--- src/rtl/cosmac_bus_if.sv ---
// CDP1802 bus slave front end: XCLK/CLEAR generation, control synchronisers, address rebuild, memory requests.
// Optional COSMAC_BUS_WAIT_EN: stall the CPU through cpu_nwait while a memory request is outstanding.
module cosmac_bus_if #(
  parameter int XCLK_HALF    = 4,
  parameter int CLEAR_CYCLES = 16
) (
  input  logic        clk,
  input  logic        resetn,
  output logic        cpu_xclk,
  output logic        cpu_nclear,
  output logic        cpu_nwait,
  input  logic        cpu_nmrd,
  input  logic        cpu_nmwr,
  input  logic        cpu_tpa,
  input  logic        cpu_tpb,
  input  logic [7:0]  cpu_ma,
  input  logic [7:0]  cpu_db_in,
  output logic [7:0]  cpu_db_out,
  output logic        cpu_db_oe,
  output logic [15:0] mem_addr,
  output logic        mem_rd,
  output logic        mem_wr,
  output logic [7:0]  mem_wdata,
  input  logic [7:0]  mem_rdata,
  input  logic        mem_ready
);

  localparam int CLR_TOTAL = 2 * XCLK_HALF * CLEAR_CYCLES;

  typedef enum logic [2:0] {
    IDLE, ADDR_HI, ADDR_LO, RD_REQ, RD_DRIVE, WR_WAIT_TPB, WR_REQ, DONE
  } state_t;

  state_t      state, state_d;
  logic [15:0] xclk_cnt;
  logic [15:0] clr_cnt;
  logic [1:0]  mrd_sr;
  logic [2:0]  mwr_sr, tpa_sr, tpb_sr;
  logic        nmrd_s, nmwr_s, tpa_s;
  logic        tpa_rise, tpa_fall, tpb_rise, tpb_fall, mwr_rise;
  logic        abort;
  logic        lat_hi, lat_lo, rd_fire, wr_fire, rd_cap, oe_drop;
  logic        oe_q;
  logic [7:0]  addr_hi;

  always_ff @(posedge clk or negedge resetn) begin
    if (!resetn) begin
      xclk_cnt <= '0;
      cpu_xclk <= 1'b0;
    end else if (xclk_cnt == 16'(XCLK_HALF - 1)) begin
      xclk_cnt <= '0;
      cpu_xclk <= ~cpu_xclk;
    end else begin
      xclk_cnt <= xclk_cnt + 16'd1;
    end
  end

  always_ff @(posedge clk or negedge resetn) begin
    if (!resetn) begin
      clr_cnt    <= '0;
      cpu_nclear <= 1'b0;
    end else if (!cpu_nclear) begin
      if (clr_cnt == 16'(CLR_TOTAL - 1))
        cpu_nclear <= 1'b1;
      else
        clr_cnt <= clr_cnt + 16'd1;
    end
  end

  // bit 1 is the synchronised level, bit 2 its previous value for edge detection
  always_ff @(posedge clk or negedge resetn) begin
    if (!resetn) begin
      mrd_sr <= 2'b11;
      mwr_sr <= 3'b111;
      tpa_sr <= 3'b000;
      tpb_sr <= 3'b000;
    end else begin
      mrd_sr <= {mrd_sr[0], cpu_nmrd};
      mwr_sr <= {mwr_sr[1:0], cpu_nmwr};
      tpa_sr <= {tpa_sr[1:0], cpu_tpa};
      tpb_sr <= {tpb_sr[1:0], cpu_tpb};
    end
  end

  assign nmrd_s   = mrd_sr[1];
  assign nmwr_s   = mwr_sr[1];
  assign tpa_s    = tpa_sr[1];
  assign tpa_rise = tpa_sr[1] & ~tpa_sr[2];
  assign tpa_fall = ~tpa_sr[1] & tpa_sr[2];
  assign tpb_rise = tpb_sr[1] & ~tpb_sr[2];
  assign tpb_fall = ~tpb_sr[1] & tpb_sr[2];
  assign mwr_rise = mwr_sr[1] & ~mwr_sr[2];
  assign abort    = tpa_rise && (state != IDLE) && (state != ADDR_HI);

  always_ff @(posedge clk or negedge resetn) begin
    if (!resetn) state <= IDLE;
    else         state <= state_d;
  end

  always_comb begin
    state_d = state;
    lat_lo  = 1'b0;
    rd_fire = 1'b0;
    wr_fire = 1'b0;
    rd_cap  = 1'b0;
    oe_drop = 1'b0;
    case (state)
      IDLE:        if (tpa_s) state_d = ADDR_HI;
      ADDR_HI:     if (tpa_fall) state_d = ADDR_LO;
      ADDR_LO: begin
        if (!nmrd_s) begin
          lat_lo  = 1'b1;
          rd_fire = 1'b1;
          state_d = RD_REQ;
        end else if (!nmwr_s) begin
          lat_lo  = 1'b1;
          state_d = WR_WAIT_TPB;
        end else if (tpb_fall) begin
          state_d = IDLE;
        end
      end
      RD_REQ: begin
        if (mem_ready) begin
          rd_cap  = 1'b1;
          state_d = RD_DRIVE;
        end
      end
      RD_DRIVE: begin
        if (nmrd_s) begin
          oe_drop = 1'b1;
          state_d = IDLE;
        end
      end
      WR_WAIT_TPB: begin
        if (tpb_rise || mwr_rise) begin
          wr_fire = 1'b1;
          state_d = WR_REQ;
        end
      end
      WR_REQ:      if (mem_ready) state_d = DONE;
      DONE:        if (nmwr_s && !tpa_s) state_d = IDLE;
      default:     state_d = IDLE;
    endcase
    // a new TPA overrides whatever cycle was in flight
    if (abort) begin
      state_d = ADDR_HI;
      lat_lo  = 1'b0;
      rd_fire = 1'b0;
      wr_fire = 1'b0;
      rd_cap  = 1'b0;
      oe_drop = 1'b1;
    end
  end

  assign lat_hi = tpa_s && (state_d == ADDR_HI);

  always_ff @(posedge clk or negedge resetn) begin
    if (!resetn) begin
      mem_rd     <= 1'b0;
      mem_wr     <= 1'b0;
      addr_hi    <= '0;
      mem_addr   <= '0;
      mem_wdata  <= '0;
      cpu_db_out <= '0;
      oe_q       <= 1'b0;
    end else begin
      mem_rd <= rd_fire;
      mem_wr <= wr_fire;
      if (lat_hi)  addr_hi   <= cpu_ma;
      if (lat_lo)  mem_addr  <= {addr_hi, cpu_ma};
      if (wr_fire) mem_wdata <= cpu_db_in;
      if (rd_cap) begin
        cpu_db_out <= mem_rdata;
        oe_q       <= 1'b1;
      end else if (oe_drop) begin
        oe_q <= 1'b0;
      end
    end
  end

  // release the bus in the same clk the strobe goes away, not one later
  assign cpu_db_oe = oe_q & ~oe_drop;

`ifdef COSMAC_BUS_WAIT_EN
  logic wait_q;

  always_ff @(posedge clk or negedge resetn) begin
    if (!resetn)
      wait_q <= 1'b0;
    else if (rd_fire || wr_fire)
      wait_q <= 1'b1;
    else if ((((state == RD_REQ) || (state == WR_REQ)) && mem_ready) || abort)
      wait_q <= 1'b0;
  end

  assign cpu_nwait = ~wait_q;
`else
  assign cpu_nwait = 1'b1;
`endif

endmodule

--- config.mk ---
export PLATFORM = sky130hd
export DESIGN_NAME = cosmac_bus_if
export DESIGN_NICKNAME = d
export VERILOG_FILES = /design/src/rtl/cosmac_bus_if.sv
export SDC_FILE = /design/constraint.sdc
export NUM_CORES = 1
export LEC_CHECK = 0
export CAP_MARGIN = 10
export CORE_AREA = 2 2 107 109
export DETAILED_ROUTE_END_ITERATION = 10
export DIE_AREA = 0 0 109 111
export SLEW_MARGIN = 20
export SYNTH_ARGS = -nofsm -noshare
export SYNTH_HDL_FRONTEND = slang
export SYNTH_SLANG_ARGS = --single-unit
--- constraint.sdc ---
create_clock -name clk -period 4.2 [get_ports clk]
set_clock_uncertainty 0.2 [all_clocks]
set_input_delay 1.05 -clock clk [delete_from_list [all_inputs] [get_ports clk]]
set_output_delay 1.05 -clock clk [all_outputs]
set_load 0.02 [all_outputs]
* Word level (Yosys, flattened, before mapping) *
Cells that the tools add are included.

storage, ports and cells
  register bits = 91
  bits in latches = 0
  bits in writable memories = 0
  bits in read-only memories = 0
  input bits = 31
  output and inout port bits = 38
  memories = 0

operators by class
  add/subtract/negate cells = 2
  multipliers = 0
  div/mod/pow operators = 0
  order comparisons = 0
  eq/ne operators = 11
  shift-type cells = 0
  mux-type cells = 33
  bitwise gates (word level) = 15
  reductions and logical operators = 10

operators with widths
  operator                                               count
  two-way mux 3 bit                                      11
  adder 16 x 1 -> 16 bit, second input constant          2
  case mux 3 bit (8 select lines)                        1
  two-way mux 1 bit                                      20
  equality test 16 x 2 -> 1 bit, second input constant   1
  equality test 16 x 7 -> 1 bit, second input constant   1
  two-way mux 16 bit                                     1
  equality test 3 bit, second input constant             4
  inverter 1 bit                                         9
  AND 1 bit                                              6
  equality test 3 x 1 -> 1 bit, second input constant    2
  equality test 3 x 2 -> 1 bit, second input constant    2
  logical AND 1 bit                                      4
  zero test 3 bit                                        1
  inequality test 3 x 1 -> 1 bit, second input constant  1
  nonzero test 3 bit                                     1
  AND reduction 2 bit                                    1
  nonzero test 2 bit                                     1
  zero test 1 bit                                        1
  logical OR 1 bit                                       1

* Longest topological paths before layout *
Gate-level depths: netlist of run 1.

  depth in word-level cells = 9
  gate-level depth with buffers = 7
  gate-level depth less buffers = 7

* Worst setup path before layout of run 1 *
Ideal clock, no wire load.

  path kind = in2reg
  from = input mem_ready
  to = register addr_hi[0]
  setup time = 0.125 ns
  data arrival time = 2.309 ns
  path slack = 1.566 ns
  stages on the path = 5
  cells stage by stage = nor2b_1 or4b_4 o211ai_2 o2111ai_4 mux2_2

on the way
  longest elaborated chain between the ends = 5

RTL lines
  item                                         RTL line  RTL
  start, declared                              25        input logic mem_ready
  two-way mux 3 bit, on equally long branches  140, 123
  case mux 3 bit (8 select lines) (*)          107       case (state)
  two-way mux 3 bit (*)                        145       if (abort) begin
  named net state_d[0]                         34        state_t state, state_d;
  equality test 3 x 1 -> 1 bit (*)             155       assign lat_hi = tpa_s && (state_d == ADDR_HI);
  logical AND 1 bit (*)                        155
  end signal, assigned                         169       if (lat_hi) addr_hi <= cpu_ma;
  end, declared                                44        logic [7:0] addr_hi;

Mark *: on every way through the listed nets, which the timed path passes. The rest lies on a longest branch.
A chain may end at the register's enable or synchronous reset.

* Final worst setup path of run 1 *
  from = register tpa_sr[1]
  to = output cpu_db_oe

on the way
  longest elaborated chain between the ends = 6

RTL lines
  item                            RTL line  RTL
  start, declared                 38        logic [2:0] mwr_sr, tpa_sr, tpb_sr;
  start signal, assigned          80        tpa_sr <= {tpa_sr[1:0], cpu_tpa};
  AND 1 bit                       88        assign tpa_rise = tpa_sr[1] & ~tpa_sr[2];
  logical AND 1 bit (2 in a row)  93        assign abort = tpa_rise && (state != IDLE) && (state != ADDR_HI);
  two-way mux 1 bit               145
  inverter 1 bit                  182       assign cpu_db_oe = oe_q & ~oe_drop;
  AND 1 bit                       182
  end, declared                   19        output logic cpu_db_oe,

Every way passes these cells.

==> flow_summary_export.csv, run 1 <==
group,metric,value,unit
outcome,status,"finished, final reports clean",
cells_and_area,drive_gt1_share,18.5,%
synth,synth_area_leader_cell,"dfrtp_1",
cts,htreeDepth,3,
critical_path,cp_num_buf_inv,1,
synth,synthArstFlopShare,100,%
cells_and_area,design_area,0.00486,sq mm
detailed_routing,ant_nets,0,
worst_hold_path,hp-class,"flop to flop",
cts,post_cts_buffers,0,
critical_path,max_stage_delay,550,ps
cts,cts_made_buffers,9,
die,die_h,111,um
detailed_routing,detail_route.wirelength,6.60,mm
sta,slew_headroom,44.3,%
die,initial_utilization,33.7,%
sta,period_share,78.1,%
run,drv_cap,0,
placed_design,port_buffers,67,
cells_and_area,regArea,0.00228,sq mm
placed_design,globalplace.congestion,0.799,
sta,grt_setup_unrepaired,"false",
synth,yosysMostFrequentCell,"dfrtp_1",
power,sequentialPowerShare,40.2,%
cts,cts_hold_buffers,0,
cells_and_area,diodes,0,
cells_and_area,fillCellCount,1040,
detailed_routing,highest-signal-layer,"met4",
cts,cts_sinks,91,
grt,grt_max_degree,70,
synth,synth-seq-cells,91,
synth,syn-instance-count,295,
critical_path,worstReg2RegStart,"clr_cnt[0]",
die,pin_count,69,
synth,synth-simple-area-share,15.3,%
grt,track_usage,11.7,%
power,power_leakage,0.00214,uW
synth,ys_top_cells_by_count,"86 x dfrtp_1, 34 x nand2_1, 33 x mux2_2",
synth,syn_avg_cell_area,12.6,sq um
sta,period_minus_slack,3280,ps
synth,synth-adder-area-share,0.671,%
placed_design,placed_area,0.00455,sq mm
placed_design,hpwl,4.55,mm
detailed_routing,drt-met1-wl,3.13,mm
synth,yosys-mux-area-fraction,10.2,%
detailed_routing,drtIter0Drc,104,
sta,maxSlewViolCount,0,
critical_path,slowest_stage,"clkdlybuf4s50_1",
power,ir_worst_vdd,0.292,mV
cells_and_area,multiInputGateArea,0.00137,sq mm
cts,cts-resized-gates,0,
critical_path,worstSetupStartpointType,"flop",
synth,synth_top_cell_area_share,57.7,%
detailed_routing,wl_met2,3.02,mm
power,power_frac_comb,32.4,%
critical_path,cp_data_arrival_time,2030,ps
placed_design,dpl.cell_count,500,
detailed_routing,drtPass1Iterations,4,
power,p_per_area,631,mW/mm^2
critical_path,ff2ff_path_depth,7,
sta,hold_slack,149,ps
detailed_routing,drc,0,
sta,setup_viol,0,
die,rows,39,
synth,synth_fp_nets,328,
sta,worstMarginPinSlew,835,ps
critical_path,end_kind,"primary output",
synth,synth_compound_area_share,3.49,%
synth,synth_top_family_by_area,"simple AND/OR/NAND/NOR gates",
critical_path,cp_top_family,"buffers and inverters",
grt,grt_pass1_vias,2394,
die,die_x,109,um
cells_and_area,syn2layout_area_growth,30.4,%
power,p_clk_share,27.5,%
critical_path,crit_type,"flop to primary output",
power,p_sw_share,31.3,%
critical_path,crit_fanout,7,
sta,final_hold_viol_count,0,
cts,clk_latency,340,ps
critical_path,reg2reg_slack,1810,ps
detailed_routing,wire_per_inst,12.8,um
synth,ys_top_cells_by_area,"dfrtp_1 58%, mux2_2 10%, xnor2_1 4.9%",
cts,clk_pin_slew,70,ps
worst_hold_path,hold_end,"mrd_sr[1]",
critical_path,crit_chain,"nor2b_1 -> nor2_1 -> o21a_1 -> clkdlybuf4s50_1",
synth,yosys_most_used_dff,"dfrtp_1",
cells_and_area,utilization,43.9,%
synth,yosysSeqAreaShare,61.2,%
worst_hold_path,whs_path_depth,0,
power,power_switching,961,uW
synth,synth.distinct_cells,50,
power,internal-power,2110,uW
sta,setup_tns,0,ps
synth,ys_warn_count,0,
sta,timing.fmax,0.305,GHz
critical_path,critPathRequiredTime,2950,ps
detailed_routing,viasPerCell,4.59,
critical_path,reg2reg_to,"clr_cnt[11]",
grt,antenna_found_initial,0,
die,coreArea,0.0111,sq mm
detailed_routing,route.met3.wl,347,um
cells_and_area,final_cells,516,
worst_hold_path,min_from,"mrd_sr[0]",
grt,overflow,0,
synth,yosys.area_share.xor_xnor,7.04,%
cells_and_area,nets,401,
cts,clockRootBuffer,"clkbuf_16",
die,die-area,0.0121,sq mm
synth,synth_enable_flop_cells,0,
cts,clockBufferDepth,2,
grt,grt_pass1_wl,11.1,mm
synth,syn_area,0.00373,sq mm
detailed_routing,vias,2369,
cts,cts_tree,"done",
-- power by group through the flow --
stage,Sequential [uW],Combinational [uW],Clock [uW]
finish,1230,994,843
global route,1270,1070,911
CTS,1240,1010,872
detailed placement,1250,1000,0
global placement,1240,989,0
floorplan,1410,410,0
-- kinds of logic after synthesis --
logic type | after synthesis
DFF | 91
and+or+nand+nor | 107
other | 1
AOI/OAI and AO/OA | 15
xor gates and xnor gates | 30
buffers and inverters | 15
muxes | 34
adders and majority gates | 2
-- stage by stage --
step | power [uW] | setup WS (ps)
6_report | 3070 | 920
3_3_place_gp | 2230 | 996
3_5_place_dp | 2260 | 934
2_1_floorplan | 1820 | 1570
5_1_grt | 3250 | 786
4_1_cts | 3120 | 895
-- registers in the layout, indices dropped and copies added, names as in the netlist --
name and count:
mrd_sr 2, mem_wdata 8, state 3, mem_wr 1
cpu_nclear 1, clr_cnt 16, cpu_db_out 8, mwr_sr 3
mem_rd 1, addr_hi 8, xclk_cnt 16, oe_q 1
tpa_sr 3, mem_addr 16, cpu_xclk 1, tpb_sr 3
-- cell usage in the layout (no fill, tap or decap), types with 2 or more instances in the layout --
master,n
dfrtp_1,86
clkdlybuf4s50_1,66
nand2_1,34
mux2_2,33
xnor2_1,21
nor2_1,15
nand3_1,12
xor2_1,9
clkbuf_16,9
nor2b_1,8
inv_1,7
and3_1,6
nand4_1,6
dfstp_2,5
a21oi_1,3
nor4_1,3
and3_2,3
inv_8,3
buf_4,3
o21ai_0,2
or3_1,2
nand2b_1,2
nor3_1,2
nor3b_1,2
ha_1,2
inv_6,2
-- area by class of cell --
class | count | area share (%)
clock buffer | 9 | 4.63
clock inverter | 7 | 1.83
inverter | 8 | 0.617
multi-input combinational | 189 | 28.2
sequential | 91 | 47.0
tap | 143 | 3.68
timing repair buffer | 69 | 14.0
-- worst max path at each step --
| stage | endpoint | slack (ps) | cells after the start | startpoint |
|---|---|---|---|---|
| after floorplan | addr_hi[0] | 1570 | 5 | mem_ready |
| after global placement | addr_hi[6] | 1000 | 6 | mem_ready |
| after detailed placement | addr_hi[1] | 930 | 6 | mem_ready |
| after CTS | cpu_db_oe | 900 | 5 | state[0] |
| after global routing | cpu_db_oe | 790 | 4 | tpa_sr[1] |
| final | cpu_db_oe | 920 | 4 | tpa_sr[1] |
-- metal layers --
layer  vias to the layer above  track usage, %
met5                         -               0
met4                         0            4.10
met3                        11            4.35
met2                        51            17.9
met1                      1153            15.2
li1                       1154               -
Power figures use the tool's default switching activity.
==> run 2: changes to the inputs <==
- clock period: 4.2 -> 2.75 ns (I/O delays scaled with it)
==> flow_summary_export.csv, run 2 (synthesized netlist as in run 1, its figures left out) <==
group,metric,value,unit
die,rows,39,
grt,grt_max_degree,41,
cells_and_area,design_area,0.00489,sq mm
cells_and_area,final_cell_mix,"86 x dfrtp_1, 65 x clkdlybuf4s50_1, 34 x nand2_1",
power,power_switching,1470,uW
power,p_sw_share,31.7,%
detailed_routing,viasPerCell,4.64,
detailed_routing,ant_nets,0,
cts,post_cts_buffers,0,
die,initial_utilization,33.7,%
critical_path,worstSetupStartpointType,"flop",
sta,slew_headroom,60.9,%
critical_path,reg2reg_slack,360,ps
die,die-area,0.0121,sq mm
placed_design,port_buffers,67,
die,pin_count,69,
die,die_x,109,um
cts,clk_latency,330,ps
detailed_routing,vias,2418,
cts,cts_sinks,91,
critical_path,crit_cells,5,
critical_path,end_kind,"primary output",
worst_hold_path,hp-class,"primary input to async pin",
cts,clockBufferDepth,2,
sta,setup_viol,0,
critical_path,crit_type,"flop to primary output",
run,drv_cap,0,
grt,overflow,0,
placed_design,globalplace.congestion,0.834,
cts,cts_tree,"done",
power,total_power,4620,uW
power,sequentialPowerShare,39.8,%
detailed_routing,drtIter0Drc,95,
outcome,status,"finished, final reports clean",
cells_and_area,final_common_cell,"dfrtp_1",
critical_path,crit_fanout,4,
placed_design,hpwl,4.66,mm
detailed_routing,wire_per_inst,12.7,um
power,power_leakage,0.00216,uW
die,coreArea,0.0111,sq mm
power,internal-power,3160,uW
cells_and_area,diodes,0,
sta,timing.fmax,0.378,GHz
cells_and_area,top_regs,"clr_cnt: 16 flops, mem_addr: 16 flops, xclk_cnt: 16 flops",
cells_and_area,drive_gt1_share,19.6,%
cts,clk_pin_slew,70,ps
critical_path,cp_common_cell,"nor2_1",
die,die_h,111,um
power,p_clk_share,26.0,%
cells_and_area,nets,406,
critical_path,cp_num_buf_inv,1,
cts,clockRootBuffer,"clkbuf_16",
cells_and_area,utilization,44.2,%
detailed_routing,drtPass1Iterations,4,
placed_design,placed_area,0.00460,sq mm
sta,worstMarginPinSlew,584,ps
sta,period_share,96.2,%
placed_design,dpl.cell_count,505,
critical_path,cp_data_arrival_time,1760,ps
critical_path,critPathRequiredTime,1860,ps
critical_path,crit_chain,"nand2b_1 -> nor2_1 -> nor2_1 -> o21a_1 -> dlygate4sd2_1",
power,ir_worst_vdd,0.402,mV
grt,track_usage,11.9,%
cts,cts-resized-gates,1,
detailed_routing,detail_route.wirelength,6.64,mm
critical_path,slowest_stage,"dfstp_2",
critical_path,max_stage_delay,560,ps
grt,grt_pass1_wl,11.4,mm
cells_and_area,syn2layout_area_growth,31.1,%
critical_path,cp_top_family,"flip-flops",
detailed_routing,drc,0,
grt,antenna_found_initial,0,
cells_and_area,final_cells,521,
sta,grt_setup_unrepaired,"false",
critical_path,ff2ff_path_depth,7,
sta,final_hold_viol_count,0,
cts,htreeDepth,3,
cts,cts_hold_buffers,0,
grt,grt_pass1_vias,2409,
power,p_per_area,945,mW/mm^2
cts,cts_made_buffers,9,
power,power_frac_comb,34.2,%
sta,period_minus_slack,2650,ps
sta,maxSlewViolCount,0,
-- run 2: changes by cell type in the layout (fill, tap and decap cells not counted), sizes merged --
| cell | before | now |
|---|---|---|
| buf | 3 | 8 |
| bufinv | 1 | 0 |
| clkdlybuf4s50 | 66 | 65 |
| clkinv | 1 | 2 |
| dlygate4sd2 | 0 | 1 |
-- run 2: cell type report --
type	count	area, sq um
sequential	91	2280
clock buffer	9	225
multi-input combinational	189	1370
timing repair buffer	74	732
tap	143	179
clock inverter	7	67.6
fill	1030	6190
inverter	8	30.0
-- run 2: final timing paths --
path / from / end
worst max-delay path: mrd_sr[1] / cpu_db_oe
worst min-delay path: resetn / mem_wdata[2]
worst max register to register: clr_cnt[0] / clr_cnt[11]
worst min register to register: tpa_sr[0] / tpa_sr[1]
max in group asynchronous: resetn / mem_addr[11]
min in group clk: tpa_sr[0] / tpa_sr[1]
-- run 2: power by group through the flow --
| stage | Combinational [uW] | Clock (uW) | Sequential, uW |
|---|---|---|---|
| CTS | 1610 | 1240 | 1850 |
| global route | 1700 | 1300 | 1890 |
| finish | 1580 | 1200 | 1840 |
| global placement | 1580 | 0 | 1860 |
| floorplan | 627 | 0 | 2150 |
| detailed placement | 1600 | 0 | 1870 |
-- run 2: stage by stage --
step	TNS, ps	hold slack (ps)	setup slack (ps)
floorplan	0	131	479
detailed placement	-1040	142	-137
CTS	0	58.7	107
finish	0	58.5	103
global placement	-608	138	-76.7
global route	0	68.7	61.5
-- run 2: per-layer routing --
metal / GRT usage, % / vias to the layer above / routed length, um
li1: - / 1169 / -
met1: 15.4 / 1186 / 3020
met2: 19.2 / 55 / 3190
met3: 3.23 / 8 / 334
met4: 4.10 / 0 / 93
met5: 0 / - / 0
